[src/rtl/lc3b_types.sv]
// rtl/lc3b_types.sv - shared LC-3b memory-op and mem_access_unit state encodings
package lc3b_types;

    typedef enum logic [2:0] {
        MEMOP_LDW = 3'd0,
        MEMOP_LDB = 3'd1,
        MEMOP_STW = 3'd2,
        MEMOP_STB = 3'd3,
        MEMOP_LDI = 3'd4,
        MEMOP_STI = 3'd5
    } lc3b_memop;

    typedef enum logic [1:0] {
        ST_IDLE,
        ST_IND_RD,
        ST_ACCESS,
        ST_DONE
    } mem_access_state_t;

    localparam logic [2:0] OP_LDW = 3'd0;
    localparam logic [2:0] OP_LDB = 3'd1;
    localparam logic [2:0] OP_STW = 3'd2;
    localparam logic [2:0] OP_STB = 3'd3;
    localparam logic [2:0] OP_LDI = 3'd4;
    localparam logic [2:0] OP_STI = 3'd5;

endpackage

[src/rtl/mem_access_unit_byte_lane.sv]
// rtl/mem_access_unit_byte_lane.sv - byte_lane: lane extract/sign-extend, byte replicate, one-hot lane enable
module byte_lane #(
    parameter int WIDTH = 16
) (
    input  logic [WIDTH-1:0]             i_rd_word,
    input  logic [$clog2(WIDTH/8)-1:0]   i_rd_lane,
    input  logic [7:0]                   i_wr_byte,
    input  logic [$clog2(WIDTH/8)-1:0]   i_wr_lane,
    output logic [WIDTH-1:0]             o_rd_sext,
    output logic [WIDTH-1:0]             o_wr_repl,
    output logic [WIDTH/8-1:0]           o_wr_be
);
    localparam int LANES = WIDTH / 8;

    logic [7:0] w_rd_byte;

    assign w_rd_byte = i_rd_word[{i_rd_lane, 3'b000} +: 8];
    assign o_rd_sext = {{(WIDTH-8){w_rd_byte[7]}}, w_rd_byte};
    assign o_wr_repl = {LANES{i_wr_byte}};
    assign o_wr_be   = {{(LANES-1){1'b0}}, 1'b1} << i_wr_lane;

endmodule

[src/rtl/mem_access_unit.sv]
// rtl/mem_access_unit.sv - multi-cycle load/store engine; LDI/STI present when MEM_ACCESS_INDIRECT_EN is defined
module mem_access_unit
    import lc3b_types::*;
#(
    parameter int WIDTH      = 16,
    parameter int ADDR_WIDTH = 16
) (
    input  logic                    clk,
    input  logic                    reset,
    input  logic                    req,
    input  logic [2:0]              req_op,
    input  logic [ADDR_WIDTH-1:0]   req_addr,
    input  logic [WIDTH-1:0]        req_wdata,
    output logic                    busy,
    output logic                    done,
    output logic [WIDTH-1:0]        rdata,
    output logic                    mem_read,
    output logic                    mem_write,
    output logic [ADDR_WIDTH-1:0]   mem_address,
    output logic [WIDTH/8-1:0]      mem_byte_enable,
    output logic [WIDTH-1:0]        mem_wdata,
    input  logic [WIDTH-1:0]        mem_rdata,
    input  logic                    mem_resp
);
    localparam int LANES = WIDTH / 8;
    localparam int LW    = $clog2(LANES);
    localparam logic [ADDR_WIDTH-1:0] LANE_MASK = ADDR_WIDTH'(LANES - 1);
    localparam logic [LANES-1:0]      ALL_LANES = '1;

    mem_access_state_t      r_state, w_state_next;
    logic [2:0]             r_op, w_op_next;
    logic [LW-1:0]          r_lane, w_lane_next;
    logic                   r_busy, r_done;
    logic                   r_mem_read, w_mem_read_next;
    logic                   r_mem_write, w_mem_write_next;
    logic [ADDR_WIDTH-1:0]  r_mem_address, w_mem_address_next;
    logic [LANES-1:0]       r_mem_be, w_mem_be_next;
    logic [WIDTH-1:0]       r_mem_wdata, w_mem_wdata_next;
    logic [WIDTH-1:0]       r_rdata, w_rdata_next;
    logic [WIDTH-1:0]       w_rd_sext, w_wr_repl;
    logic [LANES-1:0]       w_wr_be;

`ifdef MEM_ACCESS_INDIRECT_EN
    logic [WIDTH-1:0]       r_wdata;
    logic [ADDR_WIDTH-1:0]  w_ptr;

    assign w_ptr = ADDR_WIDTH'(mem_rdata) & ~LANE_MASK;
`endif

    byte_lane #(.WIDTH(WIDTH)) u_byte_lane (
        .i_rd_word (mem_rdata),
        .i_rd_lane (r_lane),
        .i_wr_byte (req_wdata[7:0]),
        .i_wr_lane (req_addr[LW-1:0]),
        .o_rd_sext (w_rd_sext),
        .o_wr_repl (w_wr_repl),
        .o_wr_be   (w_wr_be)
    );

    always_comb begin
        w_state_next       = r_state;
        w_op_next          = r_op;
        w_lane_next        = r_lane;
        w_mem_read_next    = 1'b0;
        w_mem_write_next   = 1'b0;
        w_mem_address_next = r_mem_address;
        w_mem_be_next      = r_mem_be;
        w_mem_wdata_next   = r_mem_wdata;
        w_rdata_next       = r_rdata;
        case (r_state)
            ST_IDLE: begin
                if (req) begin
                    w_op_next   = req_op;
                    w_lane_next = req_addr[LW-1:0];
                    case (req_op)
                        OP_LDW, OP_LDB: begin
                            w_state_next       = ST_ACCESS;
                            w_mem_read_next    = 1'b1;
                            w_mem_be_next      = ALL_LANES;
                            w_mem_address_next = (req_op == OP_LDW) ? (req_addr & ~LANE_MASK) : req_addr;
                        end
                        OP_STW: begin
                            w_state_next       = ST_ACCESS;
                            w_mem_write_next   = 1'b1;
                            w_mem_be_next      = ALL_LANES;
                            w_mem_address_next = req_addr & ~LANE_MASK;
                            w_mem_wdata_next   = req_wdata;
                        end
                        OP_STB: begin
                            w_state_next       = ST_ACCESS;
                            w_mem_write_next   = 1'b1;
                            w_mem_be_next      = w_wr_be;
                            w_mem_address_next = req_addr;
                            w_mem_wdata_next   = w_wr_repl;
                        end
`ifdef MEM_ACCESS_INDIRECT_EN
                        OP_LDI, OP_STI: begin
                            w_state_next       = ST_IND_RD;
                            w_mem_read_next    = 1'b1;
                            w_mem_be_next      = ALL_LANES;
                            w_mem_address_next = req_addr & ~LANE_MASK;
                        end
`endif
                        default: w_state_next = ST_DONE;
                    endcase
                end
            end
`ifdef MEM_ACCESS_INDIRECT_EN
            // Pointer fetched: the op collapses to a plain word access at the pointer.
            ST_IND_RD: begin
                w_mem_read_next = 1'b1;
                if (mem_resp) begin
                    w_state_next       = ST_ACCESS;
                    w_lane_next        = '0;
                    w_mem_address_next = w_ptr;
                    w_mem_be_next      = ALL_LANES;
                    if (r_op == OP_LDI) begin
                        w_op_next = OP_LDW;
                    end else begin
                        w_op_next        = OP_STW;
                        w_mem_read_next  = 1'b0;
                        w_mem_write_next = 1'b1;
                        w_mem_wdata_next = r_wdata;
                    end
                end
            end
`endif
            ST_ACCESS: begin
                w_mem_read_next  = r_mem_read;
                w_mem_write_next = r_mem_write;
                if (mem_resp) begin
                    w_state_next     = ST_DONE;
                    w_mem_read_next  = 1'b0;
                    w_mem_write_next = 1'b0;
                    if (r_mem_read) begin
                        w_rdata_next = (r_op == OP_LDB) ? w_rd_sext : mem_rdata;
                    end
                end
            end
            ST_DONE: w_state_next = ST_IDLE;
            default: w_state_next = ST_IDLE;
        endcase
    end

    always_ff @(posedge clk) begin
        if (reset) begin
            r_state       <= ST_IDLE;
            r_op          <= '0;
            r_lane        <= '0;
            r_busy        <= 1'b0;
            r_done        <= 1'b0;
            r_mem_read    <= 1'b0;
            r_mem_write   <= 1'b0;
            r_mem_address <= '0;
            r_mem_be      <= '0;
            r_mem_wdata   <= '0;
            r_rdata       <= '0;
        end else begin
            r_state       <= w_state_next;
            r_op          <= w_op_next;
            r_lane        <= w_lane_next;
            r_busy        <= (w_state_next != ST_IDLE);
            r_done        <= (w_state_next == ST_DONE);
            r_mem_read    <= w_mem_read_next;
            r_mem_write   <= w_mem_write_next;
            r_mem_address <= w_mem_address_next;
            r_mem_be      <= w_mem_be_next;
            r_mem_wdata   <= w_mem_wdata_next;
            r_rdata       <= w_rdata_next;
        end
    end

`ifdef MEM_ACCESS_INDIRECT_EN
    always_ff @(posedge clk) begin
        if (reset) begin
            r_wdata <= '0;
        end else if (r_state == ST_IDLE && req) begin
            r_wdata <= req_wdata;
        end
    end
`endif

    assign busy            = r_busy;
    assign done            = r_done;
    assign rdata           = r_rdata;
    assign mem_read        = r_mem_read;
    assign mem_write       = r_mem_write;
    assign mem_address     = r_mem_address;
    assign mem_byte_enable = r_mem_be;
    assign mem_wdata       = r_mem_wdata;

endmodule

[config.mk]
export PLATFORM = sky130hd
export DESIGN_NAME = mem_access_unit
export DESIGN_NICKNAME = d
export VERILOG_FILES = /design/src/rtl/lc3b_types.sv /design/src/rtl/mem_access_unit_byte_lane.sv /design/src/rtl/mem_access_unit.sv
export SDC_FILE = /design/constraint.sdc
export NUM_CORES = 1
export LEC_CHECK = 0
export CORE_ASPECT_RATIO = 0.75
export CORE_MARGIN = 1.5
export CORE_UTILIZATION = 56
export DETAILED_ROUTE_END_ITERATION = 7
export DONT_BUFFER_PORTS = 1
export GPL_TIMING_DRIVEN = 0
export HOLD_SLACK_MARGIN = 0.03
export PLACE_DENSITY = 0.81
export SYNTH_ARGS = -nofsm -noshare
export SYNTH_HDL_FRONTEND = slang
export SYNTH_SLANG_ARGS = --single-unit
[constraint.sdc]
create_clock -name clk -period 1.4 [get_ports clk]
set_input_delay 0 -clock clk [delete_from_list [all_inputs] [get_ports clk]]
set_output_delay 0 -clock clk [all_outputs]
set_load 0.02 [all_outputs]
======== Word-level counts from Yosys, hierarchy flattened ========
Index checks and enable logic that the tools add are counted.
cells by class
  add/subtract/negate cells ............... 0
  multipliers ............................. 0
  div/mod/pow operators ................... 0
  magnitude comparators ................... 0
  equality and inequality tests ........... 7
  shifts and indexed selects .............. 2
  multiplexer cells ....................... 16
  bitwise gates (word level) .............. 0
  reduce and logical (&&, ||, !) cells .... 15
operator list
  cell                 number
  $pmux 16 s3          1
  $pmux 16 s2          1
  $mux 16              1
  $shiftx 16x5->8      1
  $reduce_and 3->1     4
  $pmux 2 s2           2
  $mux 1               7
  $eq 3x1->1 const B   2
  $eq 3x2->1 const B   2
  $reduce_bool 2->1    3
  $eq 2x2->1 const B   2
  $mux 2               2
  $pmux 1 s2           2
  $reduce_or 2->1      2
  $reduce_or 4->1      1
  $logic_not 3->1      1
  $reduce_bool 3->1    1
  $reduce_or 3->1      1
  $logic_not 2->1      1
  $ne 2x2->1 const B   1
  $reduce_and 2->1     1
  $shl 1x1->2 const A  1
word-level totals
  register bits after elaboration ......... 60
  latch bits .............................. 0
  memory bits (writable) .................. 0
  ROM bits ................................ 0
  input bits .............................. 55
  logic and storage cells ................. 51
  memories ................................ 0

======== Depth between registers and ports, before layout ========
  word-level depth ........................ 6
  depth in mapped cells ................... 6
  gate-level depth less buffers ........... 3

======== Modules after synthesis ========
A second synthesis with hierarchy kept.
unflattened totals
  cell total of the unflattened synthesis .. 316
  area, all modules ....................... 2852.7 um^2
by module, submodules not included
  module           times used  cells each  area an instance (um^2)  seq. area each (um^2)
  mem_access_unit  1           281         2529.9                   1201.2
  byte_lane        1           35          322.8                    0.0

======== Worst setup path after synthesis ========
Ideal clock, no wire load.
  path kind ............................... flip-flop to flip-flop
  start ................................... reg r_state[1]
  end ..................................... reg r_mem_address[5] (netlist: mem_address[5])
  arrival time ............................ 1352 ps
  data required time ...................... 1268 ps
  slack ................................... -84 ps
  cell stages (with the launch flop) ...... 7
  buffers on the path ..................... 3
  cell sequence ........................... dfxtp_1 -> buf_2 -> or4b_1 -> buf_2 -> buf_2 -> nand2_1 -> a21oi_1
on the way
  word-level cells in the longest chain between the ends .. 2
ends and longest elaborated chain
  item                        RTL line                RTL
  start, declared             mem_access_unit.sv:30   mem_access_state_t r_state, w_state_next;
  start signal, assigned      mem_access_unit.sv:159  r_state <= w_state_next;
  $logic_not 2->1             mem_access_unit.sv:70   case (r_state)
  $reduce_and 3->1 (no line)  --
  end signal, assigned        mem_access_unit.sv:166  r_mem_address <= w_mem_address_next;
  end, declared               mem_access_unit.sv:36   logic [ADDR_WIDTH-1:0] r_mem_address, w_mem_address_next;
Every way passes these cells.
A chain may end at the register's enable or synchronous reset.

======== Worst setup path after layout ========
  start ................................... reg r_op[0]
  end ..................................... reg r_rdata[12] (netlist: rdata[12])
on the way
  word-level cells in the longest chain between the ends .. 2
ends and longest elaborated chain
  item                    RTL line                RTL
  start, declared         mem_access_unit.sv:31   logic [2:0] r_op, w_op_next;
  start signal, assigned  mem_access_unit.sv:160  r_op <= w_op_next;
  $eq 3x1->1              mem_access_unit.sv:136  w_rdata_next = (r_op == OP_LDB) ? w_rd_sext : mem_rdata;
  $mux 16                 mem_access_unit.sv:136
  end signal, assigned    mem_access_unit.sv:169  r_rdata <= w_rdata_next;
  end, declared           mem_access_unit.sv:39   logic [WIDTH-1:0] r_rdata, w_rdata_next;
Every way passes these cells.

==> flow_summary.yaml <==
floorplanning:
  die-area_sq_um: 4780
  dieHeight_microns: 60.3
  core_area_sq_um: 4130
  rows: 20
  ioPinCount: 109
  initial_core_util_pct: 59.3
  die_width_microns: 79.4
critical_path:
  path_max_fanout: 4
  crit_type: "reg -> reg"
  crit_start: "r_op[0]$_SDFFE_PP0P_"
  required_ns: 1.64
  arrival_ns: 1.77
  endpoint_kind: "flop"
  cp-start-kind: "flop"
  r2r-start: "r_op[0]$_SDFFE_PP0P_"
yosys:
  synth_cell_types: 29
  syn_inst: 273
  synth.most_common_cell: "dfxtp_1"
  synth_edf_count: 0
  yosys_warnings: 0
  synthArstFlopShare_pct: 0
  syn_avg_cell_area_sq_um: 8.97
  ys_seq_elements: 60
  synth_nets: 328
  ys_top_cells_by_count: "dfxtp_1, nand2_1, a21oi_1"
  synth_top_family_by_area: "compound AO/OA/AOI/OAI gates"
  synthSimpleGateAreaFrac_pct: 18.9
  netlist_area_sq_um: 2450
  synthXorXnorAreaFrac_pct: 0
  ys.flop_type: "dfxtp_1"
  yosys-top-cells-area: "dfxtp_1, nand2_1, a21oi_1"
  synth_fa_ha_area_share_pct: 0
  ys_seq_area_share_pct: 49.0
  synth_mux_area_share_pct: 6.54
  yosys.area.top_type: "dfxtp_1"
  synth_top_area_share_pct: 49.0
  synth_compound_gate_area_share_pct: 20.2
finish:
  utilization_pct: 86.2
  final_nets: 401
  stdcell_count: 405
  fillerInstances: 201
  layout-drive-gt1-share_pct: 26.9
  syn_to_final_growth_pct: 45.3
grt:
  antenna_found_initial: 1
  grt_usage_pct: 34.3
  use_met2_pct: 58.9
  overflow: 0
  grt_max_degree: 11
  grt_pass1_vias: 2475
  use_met1_pct: 39.3
  grt_first_pass_wirelength_microns: 12100
  top_usage_layer: "met2"
  met3_usage_pct: 14.2
timing:
  period_minus_slack_ns: 1.53
  hold_violations: 0
  skew_ns: 0.00922
  setup_viol: 34
  grt_setup_unrepaired: "true"
  slew_violations: 0
  slew_headroom_pct: 53.0
  tightest_slew_ns: 0.705
  worst_slack_ns: -0.127
  period_share_pct: 109
  clock.fmax_ghz: 0.655
drt:
  drtAntennaViolNets: 0
  avgViaCountPerCell: 6.50
  via_count: 2631
  wirelength_microns: 9590
  first_pass_iters: 6
  drc_errors: 0
  drt_iter0_markers: 422
  wl_per_cell_microns: 23.7
placed_design:
  dp_cells: 328
  gp_congestion: 0.731
  place_ws_ns: -0.210
  io_buffers: 0
  post-dp-hpwl_microns: 4260
clocking:
  cts_max_path_buffers: 2
  cts_tree: "done"
  clock_latency_ns: 0.35
  clk_pin_slew_ns: 0.06
  cts.htree.levels: 3
  cts_sinks: 60
  cts_root_buf: "clkbuf_8"
  cts_inserted_buffers: 9
power_and_ir_drop:
  vdd_drop_max_mv: 0.846
  leakagePower_nw: 1.28
  power.density_nw_per_um2: 1070
min_path:
  hold_start: "req"
  hold_path_class: "in -> reg"
status:
  outcome: "complete, but fails checks"
  violations: "setup timing"
run:
  timing.max_cap.violations: 0
==> metal layers <==
| metal | up-vias | part of all wire, % |
|---|---|---|
| li1 | 1109 | - |
| met1 | 1244 | 35 |
| met2 | 220 | 48 |
| met3 | 58 | 12 |
| met4 | 0 | 4.8 |
| met5 | - | 0 |
==> per-stage QoR <==
step | hold WS, ns | area (sq um) | total power, W | TNS [ns]
5_1_grt | 0.0770 | 3560 | 0.00391 | -2.99
3_3_place_gp | 0.118 | 2540 | 0.00220 | -5.00
2_1_floorplan | 0.115 | 2470 | 0.00214 | -0.925
3_5_place_dp | 0.123 | 2540 | 0.00221 | -6.48
6_report | 0.0714 | 3560 | 0.00381 | -2.06
4_1_cts | 0.0770 | 3420 | 0.00368 | -0.944
==> kinds of logic (layout without fill, tap and decap cells) <==
kind of cell           Yosys count  in the layout
AOI/OAI and AO/OA               72             72
buffers and inverters           26            101
DFF                             60             60
muxes                           16             16
other                            0              1
and+or+nand+nor                 99            100
==> cells in the final DEF (no fill, tap or decap), types with 3 or more instances in the layout <==
master,instances
mux2i_1,16
dfxtp_1,55
nor2_1,20
clkbuf_8,11
buf_6,5
a211oi_2,5
a211oi_1,10
a311oi_2,9
nor3_1,5
a21oi_2,14
a21oi_1,24
clkbuf_1,10
nand2_4,11
nand2_2,3
nand3_1,9
o21ai_1,7
nand2_1,37
dlygate4sd3_1,54
dfxtp_2,3
clkinv_2,3
buf_2,3
buf_4,9
==> repair_timing <==
item	4_1_cts	5_1_grt
gates resized for setup	38	44
endpoints found under the setup margin	50	47
gates cloned	4	0
setup buffers	8	2
pin swaps	8	14
endpoints found under the hold margin	59	0
hold buffers	54	0
==> critical path, stage by stage (launching register included) <==
cell	delay, ns
dfxtp_2	0.35
or3b_4	0.39
or2_4	0.26
buf_6	0.14
a311oi_2	0.27
==> power by group <==
group / internal, W / leakage (nW) / total, W / switching [W]
logic: 0.000278 / 0.703 / 0.000593 / 0.000316
registers: 0.00177 / 0.490 / 0.00190 / 0.000128
clock network: 0.000661 / 0.0848 / 0.00132 / 0.000655
total: 0.00271 / 1.28 / 0.00381 / 0.00110
==> area by class of cell <==
class	instances	area, sq um	area share [%]
antenna	1	2.50	0.0703
buffer	20	120	3.37
clock buffer	11	141	3.97
sequential	60	1210	34.1
clock inverter	3	15.0	0.422
tap	55	68.8	1.93
multi-input combinational	188	1330	37.3
timing repair buffer	67	673	18.9
==> state kept, by name, summed over array words and instances (netlist names) <==
| name | flops |
|---|---|
| busy | 1 |
| done | 1 |
| mem_address | 16 |
| mem_byte_enable | 2 |
| mem_read | 1 |
| mem_wdata | 16 |
| mem_write | 1 |
| r_lane | 1 |
| r_op | 3 |
| r_state | 2 |
| rdata | 16 |
==> worst paths after layout <==
path,to,slack (ns),cells after the start
max reg2reg,rdata[12]$_SDFFE_PP0P_,-0.13,4
min,mem_address[4]$_SDFFE_PP0P_,0.07,4
max,rdata[12]$_SDFFE_PP0P_,-0.13,4
min reg2reg,r_op[0]$_SDFFE_PP0P_,0.51,2
Power figures use the tool's default switching activity.
